<file path="src/rtl/seg7_scan_display.sv">
// Four-digit multiplexed 7-segment driver for two 8-bit countdown values.
// A sequential double-dabble engine converts both values in parallel; the scan shows NUM1 then NUM2.
module seg7_scan_display #(
  parameter int SCAN_DIV      = 1,
  parameter bit COMMON_ANODE  = 1'b1,
  parameter bit BLANK_LEADING = 1'b1
) (
  input  logic       clock1KHz,
  input  logic       rst,
  input  logic [7:0] NUM1,
  input  logic [7:0] NUM2,
  output logic [6:0] SEG,
  output logic [3:0] AN,
  output logic       OVF1,
  output logic       OVF2,
  output logic       BUSY
);

  // state | meaning
  // IDLE  | compare inputs against shadows, start a conversion on mismatch
  // SHIFT | one add-3/shift step per edge, eight steps
  // DONE  | load both channels' digits and overflow flags together
  typedef enum logic [1:0] {IDLE, SHIFT, DONE} state_t;

  localparam int DW = (SCAN_DIV > 1) ? $clog2(SCAN_DIV) : 1;
  localparam logic [6:0] SEG_OFF = COMMON_ANODE ? 7'b1111111 : 7'b0000000;
  localparam logic [3:0] AN_OFF  = COMMON_ANODE ? 4'b1111 : 4'b0000;

  state_t      state;
  logic [7:0]  shadow1, shadow2;
  logic [19:0] sh1, sh2;
  logic [2:0]  iter;
  logic [3:0]  tens1, ones1, tens2, ones2;

  logic [DW-1:0] div;
  logic [1:0]    idx;
  logic [1:0]    nxt_idx;
  logic [3:0]    sel_digit;
  logic          sel_tens;
  logic          sel_ovf;
  logic [6:0]    pat;
  logic [3:0]    an_hi;

  // {bcd hundreds, tens, ones, binary}; adjust every BCD nibble then shift
  function automatic logic [19:0] dd_step(input logic [19:0] v);
    logic [19:0] t;
    t = v;
    for (int n = 0; n < 3; n++) begin
      if (t[8+4*n +: 4] >= 4'd5) t[8+4*n +: 4] = t[8+4*n +: 4] + 4'd3;
    end
    return {t[18:0], 1'b0};
  endfunction

  // Active-high {g,f,e,d,c,b,a}
  function automatic logic [6:0] seg_hi(input logic [3:0] d);
    case (d)
      4'd0:    return 7'b0111111;
      4'd1:    return 7'b0000110;
      4'd2:    return 7'b1011011;
      4'd3:    return 7'b1001111;
      4'd4:    return 7'b1100110;
      4'd5:    return 7'b1101101;
      4'd6:    return 7'b1111101;
      4'd7:    return 7'b0000111;
      4'd8:    return 7'b1111111;
      4'd9:    return 7'b1101111;
      default: return 7'b0000000;
    endcase
  endfunction

  always_ff @(posedge clock1KHz or negedge rst) begin
    if (!rst) begin
      state   <= IDLE;
      shadow1 <= 8'd0;
      shadow2 <= 8'd0;
      sh1     <= 20'd0;
      sh2     <= 20'd0;
      iter    <= 3'd0;
      tens1   <= 4'd0;
      ones1   <= 4'd0;
      tens2   <= 4'd0;
      ones2   <= 4'd0;
      OVF1    <= 1'b0;
      OVF2    <= 1'b0;
      BUSY    <= 1'b0;
    end else begin
      case (state)
        IDLE: begin
          if (NUM1 != shadow1 || NUM2 != shadow2) begin
            sh1     <= {12'd0, NUM1};
            sh2     <= {12'd0, NUM2};
            shadow1 <= NUM1;
            shadow2 <= NUM2;
            iter    <= 3'd0;
            BUSY    <= 1'b1;
            state   <= SHIFT;
          end
        end
        SHIFT: begin
          sh1  <= dd_step(sh1);
          sh2  <= dd_step(sh2);
          iter <= iter + 3'd1;
          if (iter == 3'd7) state <= DONE;
        end
        DONE: begin
          tens1 <= sh1[15:12];
          ones1 <= sh1[11:8];
          OVF1  <= (sh1[19:16] != 4'd0);
          tens2 <= sh2[15:12];
          ones2 <= sh2[11:8];
          OVF2  <= (sh2[19:16] != 4'd0);
          BUSY  <= 1'b0;
          state <= IDLE;
        end
        default: begin
          BUSY  <= 1'b0;
          state <= IDLE;
        end
      endcase
    end
  end

  // Pattern for the digit about to be lit, so AN and SEG change on the same edge
  always_comb begin
    nxt_idx   = idx + 2'd1;
    sel_digit = 4'd0;
    sel_tens  = 1'b0;
    sel_ovf   = 1'b0;
    case (nxt_idx)
      2'd0: begin sel_digit = tens1; sel_tens = 1'b1; sel_ovf = OVF1; end
      2'd1: begin sel_digit = ones1; sel_tens = 1'b0; sel_ovf = OVF1; end
      2'd2: begin sel_digit = tens2; sel_tens = 1'b1; sel_ovf = OVF2; end
      default: begin sel_digit = ones2; sel_tens = 1'b0; sel_ovf = OVF2; end
    endcase
    if (sel_ovf)
      pat = 7'b1000000;
    else if (BLANK_LEADING && sel_tens && sel_digit == 4'd0)
      pat = 7'b0000000;
    else
      pat = seg_hi(sel_digit);
    an_hi = 4'b0001 << nxt_idx;
  end

  always_ff @(posedge clock1KHz or negedge rst) begin
    if (!rst) begin
      div <= '0;
      idx <= 2'd3;
      AN  <= AN_OFF;
      SEG <= SEG_OFF;
    end else if (div == DW'(SCAN_DIV - 1)) begin
      div <= '0;
      idx <= nxt_idx;
      AN  <= COMMON_ANODE ? ~an_hi : an_hi;
      SEG <= COMMON_ANODE ? ~pat : pat;
    end else begin
      div <= div + DW'(1);
    end
  end

endmodule

</file>
<file path="config.mk">
export PLATFORM = sky130hd
export DESIGN_NAME = seg7_scan_display
export DESIGN_NICKNAME = d
export VERILOG_FILES = /design/src/rtl/seg7_scan_display.sv
export SDC_FILE = /design/constraint.sdc
export NUM_CORES = 1
export LEC_CHECK = 0
export BUFFER_PORTS_ARGS = -buffer_cell sky130_fd_sc_hd__buf_2
export CAP_MARGIN = 20
export CORE_MARGIN = 2
export CORE_UTILIZATION = 40
export CTS_CLUSTER_SIZE = 12
export DETAILED_ROUTE_END_ITERATION = 8
export PLACE_DENSITY = 0.65
export SYNTH_ARGS = -nofsm -noshare
export SYNTH_HDL_FRONTEND = slang
export SYNTH_SLANG_ARGS = --single-unit
</file>
<file path="constraint.sdc">
create_clock -name clock1KHz -period 3.26 [get_ports clock1KHz]
set_input_delay 0.326 -clock clock1KHz [delete_from_list [all_inputs] [get_ports clock1KHz]]
set_output_delay 0.326 -clock clock1KHz [all_outputs]
set_load 0.02 [all_outputs]
</file>
## Word-level counts from Yosys, hierarchy flattened

Memory sizes are Yosys's and may differ from the RTL's.
Index checks and enable logic that the tools add are counted.

- ROM bits: 112
- Register bits: 94
- Memories: 1

- Add/subtract/negate cells: 9
- Bitwise operators: 3
- Equality and inequality tests: 9
- Order comparisons: 6
- Shift operators: 1
- Mux-type cells: 23
- Reductions and logical operators: 14

Memories:

| name | depth | width | rd ports | clocked after Yosys merged registers in | wr ports | line | RTL |
|---|---|---|---|---|---|---|---|
| (no name shown) | 16 | 7 | 1 | 0 | 0 | 56 | `case (d)` |

Operators with widths:

| operator | count |
|---|---|
| 20-bit one-hot mux with 2 select lines | 2 |
| 20-bit 2-to-1 mux | 2 |
| 4-bit by 3-bit greater-or-equal comparator with 1-bit output (second input constant) | 6 |
| 4-bit by 2-bit adder with 4-bit output (second input constant) | 4 |
| 4-bit 2-to-1 mux | 4 |
| 8-bit inequality test | 2 |
| 7-bit 2-to-1 mux | 2 |
| 4-bit one-hot mux with 3 select lines | 1 |
| 3-bit 2-to-1 mux | 3 |
| 2-bit AND reduction | 4 |
| 4-bit nonzero test | 2 |
| 7-bit NOT | 1 |
| 3-bit by 2-bit adder with 3-bit output (second input constant) | 2 |
| 3-bit one-hot mux with 2 select lines | 1 |
| 2-bit by 1-bit equality test with 1-bit output (second input constant) | 2 |
| 2-bit equality test (second input constant) | 2 |
| 2-bit zero test | 2 |
| 4-bit zero test | 1 |
| 1-bit 2-to-1 mux | 4 |
| 2-bit 2-to-1 mux | 2 |
| 2-bit inequality test (second input constant) | 2 |
| 4-bit NOT | 1 |
| 2-bit one-hot mux with 2 select lines | 1 |
| 2-bit OR reduction | 2 |
| other kinds (10) | 10 |

## Depth between registers and ports, before layout

Gate-level depths: netlist (run 1).

- Word-level depth: 8
- Mapped depth: 11
- Gate-level depth less buffers: 11

## Worst setup path before layout (run 1)

No wires, ideal clock.

- Path kind: register -> register
- From: register idx[1]
- To: register SEG[0]
- Setup time: 101 ps
- Stages on the path, launching flop included: 11
- Slack: 907 ps
- Buffers on the path: 1
- Data arrival time: 2252 ps
- Required time: 3159 ps
- Path through: dfstp_2 > ha_1 > clkbuf_1 > mux2i_1 > inv_1 > ha_1 > o21ai_0 > inv_1 > a21o_1 > a21oi_1 > o21ai_0

- Cells in the longest elaborated chain, start to end: 8
- Elaborated cells between the ends (all ways): 15
- Classes of those cells: 1 x add/sub; 2 x eq/ne; 5 x mux; 1 x bitwise; 5 x reduce/logical; 1 x memory

RTL lines:

| item | line | RTL |
|---|---|---|
| start, declared | 36 | `logic [1:0] idx;` |
| start signal, assigned | 152 | `idx <= nxt_idx;` |
| 2-bit by 1-bit adder with 2-bit output * | 125 | `nxt_idx = idx + 2'd1;` |
| branches (longest 5 deep; another with memory read 16 x 7 bit) | -- |  |
| 7-bit 2-to-1 mux * | 135 | `if (sel_ovf)` |
| 7-bit NOT * | 154 | `SEG <= COMMON_ANODE ? ~pat : pat;` |
| end signal, assigned | 154 |  |
| end, declared | 12 | `output logic [6:0] SEG,` |

Mark *: on every way between the ends.
A chain may end at the register's enable or synchronous reset.

## Final worst setup path (run 1)

- From: register idx[0]
- To: register SEG[1]

- Cells in the longest elaborated chain, start to end: 8
- Elaborated cells between the ends (all ways): 15
- Classes of those cells: 1 x add/sub; 2 x eq/ne; 5 x mux; 1 x bitwise; 5 x reduce/logical; 1 x memory

RTL lines:

| item | line | RTL |
|---|---|---|
| 2-bit by 1-bit adder with 2-bit output * | 125 |  |
| via nxt_idx[0] | 37 | `logic [1:0] nxt_idx;` |
| branches (longest 5 deep; another with memory read 16 x 7 bit) | -- |  |
| 7-bit 2-to-1 mux * | 135 |  |
| 7-bit NOT * | 154 |  |

Mark *: on every way through the listed nets, which the timed path passes.

==> qor.yml, run 1 <==
synthesis:
  synth_top_area_share_pct: 43.8
  yosys_warnings: 0
  yosysSeqAreaShare_pct: 51.3
  ys.flop_type: "dfrtp_1"
  synth-compound-area-share_pct: 13.5
  syn-instance-count: 406
  synthAdderAreaFrac_pct: 7.13
  synth.largest_area_cell: "dfrtp_1"
  synth_simple_gate_area_share_pct: 9.78
  synth_enable_flop_cells: 0
  yosys-top-cells-area: "dfrtp_1, mux2_2, dfstp_2"
  syn_area_um2: 4570
  synth_cell_types: 36
  muxShareOfSynthArea_pct: 8.96
  yosysMostFrequentCell: "dfrtp_1"
  yosys.area_share.xor_xnor_pct: 4.80
  synth_commonest_cells: "dfrtp_1, nand2_1, mux2_2, inv_1, ha_1"
  avgSynthCellArea_um2: 11.2
  synthArstFlopShare_pct: 100
  syn-num-nets: 450
  yosys_register_bits: 93
  synth_top_family_by_area: "compound AO/OA/AOI/OAI gates"
layout:
  layout.nets: 479
  antenna_cells: 0
  syn2layout_area_growth_pct: 13.8
  layout-drive-gt1-share_pct: 22.3
routing:
  dr_wl_met3_um: 288
  dr.max_layer_used: "met4"
  num_vias: 3104
  drtPass1Iterations: 4
  drt-initial-drc-count: 125
  dr_wl_met2_mm: 4.15
  routedWlPerCell_um: 15.0
  antenna_left: 0
  wl_met1_mm: 4.11
  via_per_inst: 5.32
  wl_mm: 8.72
  post-route-drc-count: 0
die:
  die_h_um: 111
  chipWidth_um: 111
  core_um2: 11300
  die-area_um2: 12300
  pin_count: 32
  rows: 39
  start_util_pct: 40.5
worst_hold_path:
  hold_path.class: "in -> async"
setup_path:
  path_buf_inv: 3
  worstPathCellList: "inv_1 > ha_1 > mux2i_1 > inv_1 > ha_1 > o21ai_0 > inv_1 > a21o_1 > a21oi_1 > o21ai_0"
  cpMostUsedCell: "inv_1"
  arrival_ps: 2960
  required_ps: 3500
  critPathMaxFanout: 5
  slowest_delay_ps: 550
  path_delay_family: "compound AO/OA/AOI/OAI gates"
  worst_path_max_delay_cell: "dfstp_2"
  start_kind: "flip-flop"
  end_kind: "flip-flop"
  criticalPathCategory: "reg -> reg"
place:
  post-dp-hpwl_mm: 5.80
  numPortBuffers: 31
  gp_congestion: 0.827
power_and_ir_drop:
  power_density_nw_per_um2: 1010
  ir_drop_uv: 550
  finalPower_mw: 5.26
  cellLeakagePower_nw: 2.32
clocking:
  root_buffer: "clkbuf_16"
  clkTransAtPathRegs_ps: 70
  post_cts_buffers: 0
  clock_path_buffers: 2
  cts_buffers: 9
  postCtsHoldBufs: 0
  cts_resized: 0
  cts_max_level: 3
  clk_latency_ps: 330
  numClockSinks: 93
  cts_tree: "done"
global_route:
  grt_pass1_vias: 3175
  grt.total_usage_pct: 15.2
  antenna_found_initial: 0
  grt_pass1_wl_mm: 15.3
  grt_max_degree: 59
  grt_remaining_overflow: 0
timing:
  finalHoldViolations: 0
  fmax_mhz: 367
  relSlewSlack_pct: 50.9
  tightest_slew_ps: 736
  rsz0062_at_grt: "false"
  fin_setup_tns_ps: 0
  drv_slew: 0
  setup_viol: 0
  skew_ps: 8.55
  min_period_ps: 2720
  finalCritPeriodShare_pct: 83.5
status:
  outcome: "finished clean"
flow_run:
  max_cap_violations: 0
path summary, 6_finish.rpt:
kind                            slack, ps    start  cells past startpoint     end
worst max-delay path                  540   idx[0]                     10  SEG[1]
worst min-delay path                   50      rst                      1  sh2[9]
worst max register to register        540   idx[0]                     10  SEG[1]
worst min register to register        500   sh2[7]                      2  sh2[8]
max in group asynchronous            2440      rst                      2  SEG[2]
min in group clock1KHz                260  NUM2[4]                      2  sh2[4]
final cells by class:
class                           count  area [um^2]
Clock buffer                       12          246
Clock inverter                      4         95.1
Fill cell                        1014         6080
Inverter                           27          101
Multi-Input combinational cell    266         2020
Sequential cell                    93         2340
Tap cell                          143          179
Timing Repair Buffer               38          210
report_power, final:
| part | internal (mW) | switching [mW] |
|---|---|---|
| sequential | 1.69 | 0.377 |
| clock | 0.770 | 0.424 |
| combinational | 0.947 | 1.06 |
| total | 3.40 | 1.86 |
routing by layer:
metal,global-route usage (%),vias up
met3,3.06,12
met4,6.58,0
met5,0,-
met2,24.4,59
met1,20.2,1523
li1,-,1510
cells in the final DEF (no fill, tap or decap), types with 6 or more instances in the layout:
cell / n
buf_2: 30
o22ai_1: 13
xnor2_1: 22
dfstp_2: 13
nand2_1: 35
dfrtp_1: 80
nand2b_1: 6
ha_1: 26
mux2i_1: 6
and3_1: 16
nor2_1: 15
nor4b_1: 6
a21oi_1: 15
inv_1: 27
clkbuf_16: 9
o21ai_0: 22
buf_4: 8
mux2_2: 31
a221o_1: 14
a31oi_1: 9
stage by stage:
step,cells,util [%],hold slack (ps),area (um^2),setup WS [ps]
after floorplan,406,-,30.4,4570,907
after global placement,567,43.1,443,4850,801
after detailed placement,567,43.1,441,4850,612
after CTS,583,46.1,74.9,5200,569
after global routing,583,46.1,108,5200,284
final,583,46.1,52.7,5200,536
sequential cells by signal (all words and copies together), names as in the netlist, 2 cells and up:
signal   count
ones1        4
AN           4
tens2        4
shadow1      8
idx          2
shadow2      8
tens1        4
SEG          7
state        2
iter         3
sh1         20
ones2        4
sh2         20
logic make-up after synthesis:
family,count (synthesis)
fa+ha+maj,26
xor+xnor,25
simple gates,87
compound gates,91
mux,37
buf+inv,47
flops,93
Note: power is estimated with default switching activity, not from simulation.
==> run 2: changes to the inputs <==
Settings changed: ABC_AREA set to 1, PLACE_DENSITY 0.65 to 0.67.
Clock period 3.26 ns to 2.4 ns, I/O delays scaled along.
==> run 2 against run 1 <==
  * Core utilization about the same
  * Sequential share of layout area decreased by 3.0 points
  * Largest cell class unchanged
  * Clock-buffer cell count decreased by 1
  * Total power increased by 40%
  * Area after synthesis increased by 9.0%
  * Worst hold slack improved by 150 ps
  * Die area increased by 8.7%
  * Setup slack got worse by 260 ps
==> qor.yml, run 2 <==
routing:
  antenna_left: 0  # unchanged
  dr_wl_met3_um: 377  # +31%
  num_vias: 3938  # +27%
  dr_wl_met2_mm: 4.58  # +10%
  drt-initial-drc-count: 205  # +64%
  post-route-drc-count: 0  # unchanged
  dr.max_layer_used: "met4"
  via_per_inst: 4.79  # -10%
  wl_met1_mm: 4.24  # +3.2%
  drtPass1Iterations: 4  # unchanged
  wl_mm: 9.36  # +7.4%
  routedWlPerCell_um: 11.4  # -24%
clocking:
  cts_tree: "done"
  cts_max_level: 3  # unchanged
  clock_path_buffers: 2  # unchanged
  clkTransAtPathRegs_ps: 60  # about the same
  numClockSinks: 93  # unchanged
  cts_buffers: 9  # unchanged
  cts_resized: 0  # unchanged
  post_cts_buffers: 0  # unchanged
  root_buffer: "clkbuf_16"
  clk_latency_ps: 340  # about the same
die:
  die_h_um: 116  # +4.3%
  core_um2: 12100  # +7.0%
  start_util_pct: 41.3  # +0.77 points
  rows: 40  # +2.6%
  chipWidth_um: 116  # +4.3%
  pin_count: 32  # unchanged
  die-area_um2: 13400  # +8.7%
global_route:
  antenna_found_initial: 0  # unchanged
  grt_pass1_vias: 3731  # +18%
  grt_pass1_wl_mm: 16.3  # +6.6%
  grt_remaining_overflow: 0  # unchanged
  grt_max_degree: 55  # -6.8%
  grt.total_usage_pct: 15.2  # about the same
layout:
  layout.nets: 693  # +45%
  ff_latch_area_um2: 2340  # unchanged
  antenna_cells: 0  # unchanged
  layout-drive-gt1-share_pct: 14.8  # -7.4 points
  final_common_cell: "nand2_1"
  multi_input_area_um2: 2180  # +7.7%
  reg_top3: "sh1 x20, sh2 x20"
  syn2layout_area_growth_pct: 11.7
  final_cell_mix: "nand2_1, dfrtp_1, inv_1, o21ai_0, nand3_1"
  fillers: 1179  # +16%
synthesis:
  yosysSeqAreaShare_pct: 47.1  # -4.3 points
  yosys_register_bits: 93  # unchanged
  synth-compound-area-share_pct: 10.2  # -3.3 points
  synth_simple_gate_area_share_pct: 26.5  # +17 points
  synth_enable_flop_cells: 0  # unchanged
  yosys-top-cells-area: "dfrtp_1, nand2_1, o21ai_0"
  avgSynthCellArea_um2: 8.04  # -28%
  yosys_warnings: 0  # unchanged
  synth_cell_types: 26  # -28%
  synthAdderAreaFrac_pct: 6.53  # -0.59 points
  syn_area_um2: 4980  # +9.0%
  synth_top_family_by_area: "simple AND/OR/NAND/NOR gates"
  syn-num-nets: 663  # +47%
  muxShareOfSynthArea_pct: 0  # -9.0 points
  synthArstFlopShare_pct: 100  # unchanged
  ys.flop_type: "dfrtp_1"
  synth_top_area_share_pct: 40.2  # -3.6 points
  syn-instance-count: 619  # +52%
  synth_commonest_cells: "nand2_1, dfrtp_1, inv_1, o21ai_0"
  synth.largest_area_cell: "dfrtp_1"
  yosys.area_share.xor_xnor_pct: 0.528  # -4.3 points
  yosysMostFrequentCell: "nand2_1"
setup_path:
  arrival_ps: 2390  # -570 ps
  required_ps: 2660  # -840 ps
  slowest_delay_ps: 550  # about the same
  cpMostUsedCell: "nand2_1"
  ff2ff_path_depth: 10  # unchanged
  path_delay_family: "flip-flops"
  path_buf_inv: 3  # unchanged
  ff2ff_setup_slack_ps: 270  # -260 ps
  critPathMaxFanout: 8  # +3
  criticalPathCategory: "reg -> reg"
  r2r_start: "idx[0]"
  start_kind: "flip-flop"
  r2r-end: "SEG[3]"
  end_kind: "flip-flop"
  worst_path_max_delay_cell: "dfstp_2"
  worstPathCellList: "inv_1 > ha_1 > inv_2 > nand2_1 > o22a_1 > inv_1 > ha_1 > or2_2 > nand2_1 > nand2_1"
  cp.depth: 10  # unchanged
place:
  post-dp-hpwl_mm: 6.57  # +13%
  gp_congestion: 0.876  # +5.9%
  numPortBuffers: 31  # unchanged
  place_ws_ps: 289  # -323 ps
power_and_ir_drop:
  power_density_nw_per_um2: 1320  # +30%
  ir_drop_uv: 601  # +9.3%
  finalPower_mw: 7.35  # +40%
  cellLeakagePower_nw: 2.92  # +26%
worst_hold_path:
  holdPathStages: 3
  hold_start: "NUM2[1]"
  whs_endpoint: "shadow2[1]"
  hold_path.class: "in -> reg"
timing:
  rsz0062_at_grt: "false"
  min_period_ps: 2130  # -597 ps
  relSlewSlack_pct: 52.8  # +1.9 points
  setup_viol: 0  # unchanged
  drv_slew: 0  # unchanged
  skew_ps: 8.71  # +0.159 ps
  tightest_slew_ps: 708  # -28.3 ps
  setup_slack_ps: 274  # -263 ps
  finalCritPeriodShare_pct: 88.6  # +5.0 points
  fin_setup_tns_ps: 0  # unchanged
  finalHoldViolations: 0  # unchanged
  fmax_mhz: 470  # +28%
flow_run:
  max_cap_violations: 0  # unchanged
status:
  outcome: "finished clean"
[run 2: cell types whose count changed after synthesis, sizes merged, moves of 14 or more]
cell	previous run	this run
a221o	14	0
and3	16	0
inv	27	79
mux2	31	0
nand2	35	206
nand3	0	53
nor2	15	34
o21ai	22	71
xnor2	22	0
[run 2: worst max-delay path by stage]
stage	startpoint	end
global route	idx[0]	SEG[3]
detailed placement	idx[0]	SEG[3]
floorplan	idx[0]	SEG[3]
CTS	idx[0]	SEG[3]
global placement	idx[0]	SEG[3]
finish	idx[0]	SEG[3]
[run 2: worst register-to-register path, delay by kind of cell (launching register included)]
family          cells  cell delay [ps]
compound gates      1              230
fa+ha+maj           2              460
buf+inv             3              320
flops               1              550
simple gates        4              500
[run 2: what timing repair did]
| action | CTS | global route |
|---|---|---|
| setup endpoints to repair | 0 | 0 |
| hold buffers | 1 | 0 |
| endpoints found under the hold margin | 39 | 0 |
[run 2: final cells by class]
type | count | share of cell area [%]
Clock buffer | 11 | 4.36
Timing Repair Buffer | 41 | 4.68
Clock inverter | 5 | 0.585
Tap cell | 168 | 3.78
Multi-Input combinational cell | 425 | 39.1
Inverter | 79 | 5.33
Sequential cell | 93 | 42.1
[run 2: logic make-up after synthesis]
family,count (synthesis)
fa+ha+maj,26
xor+xnor,3
buf+inv,101
simple gates,299
compound gates,97
flops,93
[run 2: metrics by stage]
stage / hold slack [ps] / utilization (%) / std cells / area [um^2]
2_1_floorplan: -55.6 / - / 619 / 4980
3_3_place_gp: 350 / 43.8 / 805 / 5280
3_5_place_dp: 355 / 43.8 / 805 / 5280
4_1_cts: 198 / 46.1 / 822 / 5560
5_1_grt: 199 / 46.1 / 822 / 5560
6_report: 201 / 46.1 / 822 / 5560
[run 2: routing by layer]
| metal | track usage, % | vias to the layer above |
|---|---|---|
| met3 | 3.82 | 14 |
| met5 | 0 | - |
| li1 | - | 2010 |
| met1 | 18.6 | 1835 |
| met4 | 5.78 | 0 |
| met2 | 26.0 | 79 |
[run 2: power breakdown]
group	total [mW]	internal [mW]	switching (mW)	leakage (nW)
sequential	2.84	2.33	0.516	1.12
clock	1.33	0.732	0.594	0.140
combinational	3.18	1.17	2.02	1.67
total	7.35	4.22	3.13	2.92
==> run 3: changes to the inputs <==
Settings changed: MAX_ROUTING_LAYER set to met4.
==> run 3 against run 2 <==
  * Sequential share of layout area stayed put
  * Clock power about the same
  * Die area stayed put
  * Via count shrank 0.38%
  * Non-clock buffer count stayed put
  * Critical path type unchanged
  * Final cell count unchanged
  * Maximum frequency about the same
  * Largest power group unchanged
  * Flip-flop and latch count did not move
  * Design area is the same
  * Total power is essentially flat
==> qor.yml, run 3 (synthesis results as in run 2) <==
status:
  outcome: "finished clean"
global_route:
  antenna_found_initial: 0  # unchanged
  grt.total_usage_pct: 15.7  # +0.46 points
  grt_use_met1_pct: 18.5  # -0.034 points
  busiest_layer: "met2"
  grt_remaining_overflow: 0  # unchanged
  grt_max_degree: 55  # unchanged
  met3_usage_pct: 3.77  # -0.052 points
  grt_pass1_wl_mm: 16.3  # about the same
  grt_use_met2_pct: 26.0  # +0.039 points
  grt_pass1_vias: 3734  # +0.080%
power_and_ir_drop:
  cellLeakagePower_nw: 2.92  # unchanged
  finalPower_mw: 7.35  # about the same
  ir_drop_uv: 602  # +0.10%
  power_density_nw_per_um2: 1320  # about the same
die:
  rows: 40  # unchanged
  die_h_um: 116  # unchanged
  start_util_pct: 41.3  # unchanged
  pin_count: 32  # unchanged
  chipWidth_um: 116  # unchanged
  core_um2: 12100  # unchanged
  die-area_um2: 13400  # unchanged
setup_path:
  critPathMaxFanout: 8  # unchanged
  criticalPathCategory: "reg -> reg"
  ff2ff_setup_slack_ps: 270  # about the same
  worstPathCellList: "inv_1 > ha_1 > inv_2 > nand2_1 > o22a_1 > inv_1 > ha_1 > or2_2 > nand2_1 > nand2_1"
  r2r-end: "SEG[3]"
  r2r_start: "idx[0]"
  slowest_delay_ps: 550  # about the same
  path_delay_family: "flip-flops"
  worst_path_max_delay_cell: "dfstp_2"
  cpMostUsedCell: "nand2_1"
  arrival_ps: 2380  # about the same
  ff2ff_path_depth: 10  # unchanged
  end_kind: "flip-flop"
  required_ps: 2660  # about the same
  start_kind: "flip-flop"
  path_buf_inv: 3  # unchanged
clocking:
  cts_buffers: 9  # unchanged
  cts_max_level: 3  # unchanged
  clk_latency_ps: 340  # about the same
  numClockSinks: 93  # unchanged
  clkTransAtPathRegs_ps: 60  # about the same
  post_cts_buffers: 0  # unchanged
  clock_path_buffers: 2  # unchanged
  root_buffer: "clkbuf_16"
  cts_tree: "done"
layout:
  syn2layout_area_growth_pct: 11.7  # unchanged
  antenna_cells: 0  # unchanged
  layout.nets: 693  # unchanged
  fillers: 1179  # unchanged
  layout-drive-gt1-share_pct: 14.8  # unchanged
  reg_top3: "sh1 x20, sh2 x20"
  post-route-cell-area_um2: 5560  # unchanged
  final_common_cell: "nand2_1"
  final_cell_mix: "nand2_1, dfrtp_1, inv_1, o21ai_0, nand3_1"
timing:
  drv_slew: 0  # unchanged
  setup_slack_ps: 274  # +0.344 ps
  tightest_slew_ps: 709  # +1.05 ps
  setup_viol: 0  # unchanged
  fmax_mhz: 470  # about the same
  relSlewSlack_pct: 52.8  # -0.070 points
  rsz0062_at_grt: "false"
  min_period_ps: 2130  # -0.344 ps
  skew_ps: 9.29  # +0.577 ps
  finalHoldViolations: 0  # unchanged
  finalCritPeriodShare_pct: 88.6  # about the same
  fin_setup_tns_ps: 0  # unchanged
routing:
  drt-initial-drc-count: 200  # -2.4%
  via_per_inst: 4.77  # -0.38%
  wl_mm: 9.39  # +0.22%
  routedWlPerCell_um: 11.4  # +0.22%
  num_vias: 3923  # -0.38%
  drtPass1Iterations: 4  # unchanged
  antenna_left: 0  # unchanged
  post-route-drc-count: 0  # unchanged
worst_hold_path:
  whs_endpoint: "shadow2[1]"
  holdPathStages: 3  # unchanged
  hold_start: "NUM2[1]"
  hold_path.class: "in -> reg"
place:
  post_dp_cell_area_um2: 5280  # unchanged
  place_ws_ps: 289  # unchanged
  gp_congestion: 0.890  # +1.6%
  numPortBuffers: 31  # unchanged
  post-dp-hpwl_mm: 6.57  # unchanged
flow_run:
  max_cap_violations: 0  # unchanged
run 3: area by class of cell:
cell class / count / area, um^2 / area share (%)
clock inverters: 5 / 32.5 / 0.585
flip-flops and latches: 93 / 2340 / 42.1
repair buffers: 41 / 260 / 4.68
well taps: 168 / 210 / 3.78
clock buffers: 11 / 243 / 4.36
inverters: 79 / 297 / 5.33
multi-input cells: 425 / 2180 / 39.1
run 3: what timing repair did:
item | 4_1_cts | 5_1_grt
gates resized for setup | 0 | 0
hold endpoints to repair | 39 | 0
hold buffers | 1 | 0
run 3: tightest hold or removal path: cells and delay by family:
family	cells	cell delay, ps
buffers and inverters	2	170
AOI/OAI and AO/OA	1	80
run 3: worst max-delay path by stage:
stage	startpoint	endpoint	slack, ps	depth (start not counted)
after detailed placement	idx[0]	SEG[3]	290	10
after CTS	idx[0]	SEG[3]	260	10
after floorplan	idx[0]	SEG[3]	300	10
final	idx[0]	SEG[3]	270	10
after global routing	idx[0]	SEG[3]	170	10
after global placement	idx[0]	SEG[3]	360	10
run 3: report_power, final:
| part | internal [mW] | total [mW] | switching, mW |
|---|---|---|---|
| logic | 1.17 | 3.18 | 2.02 |
| clock network | 0.733 | 1.32 | 0.588 |
| registers | 2.33 | 2.84 | 0.516 |
run 3: metal layers:
metal | vias up | wire (um)
met5 | - | 0
li1 | 2013 | -
met3 | 10 | 261
met1 | 1843 | 4360
met4 | 0 | 124
met2 | 57 | 4640
run 3: through the flow:
stage / util (%) / hold WS (ps) / std cells
after CTS: 46.1 / 198 / 822
after global routing: 46.1 / 199 / 822
after detailed placement: 43.8 / 355 / 805
after floorplan: - / -55.6 / 619
after global placement: 43.8 / 350 / 805
final: 46.1 / 206 / 822
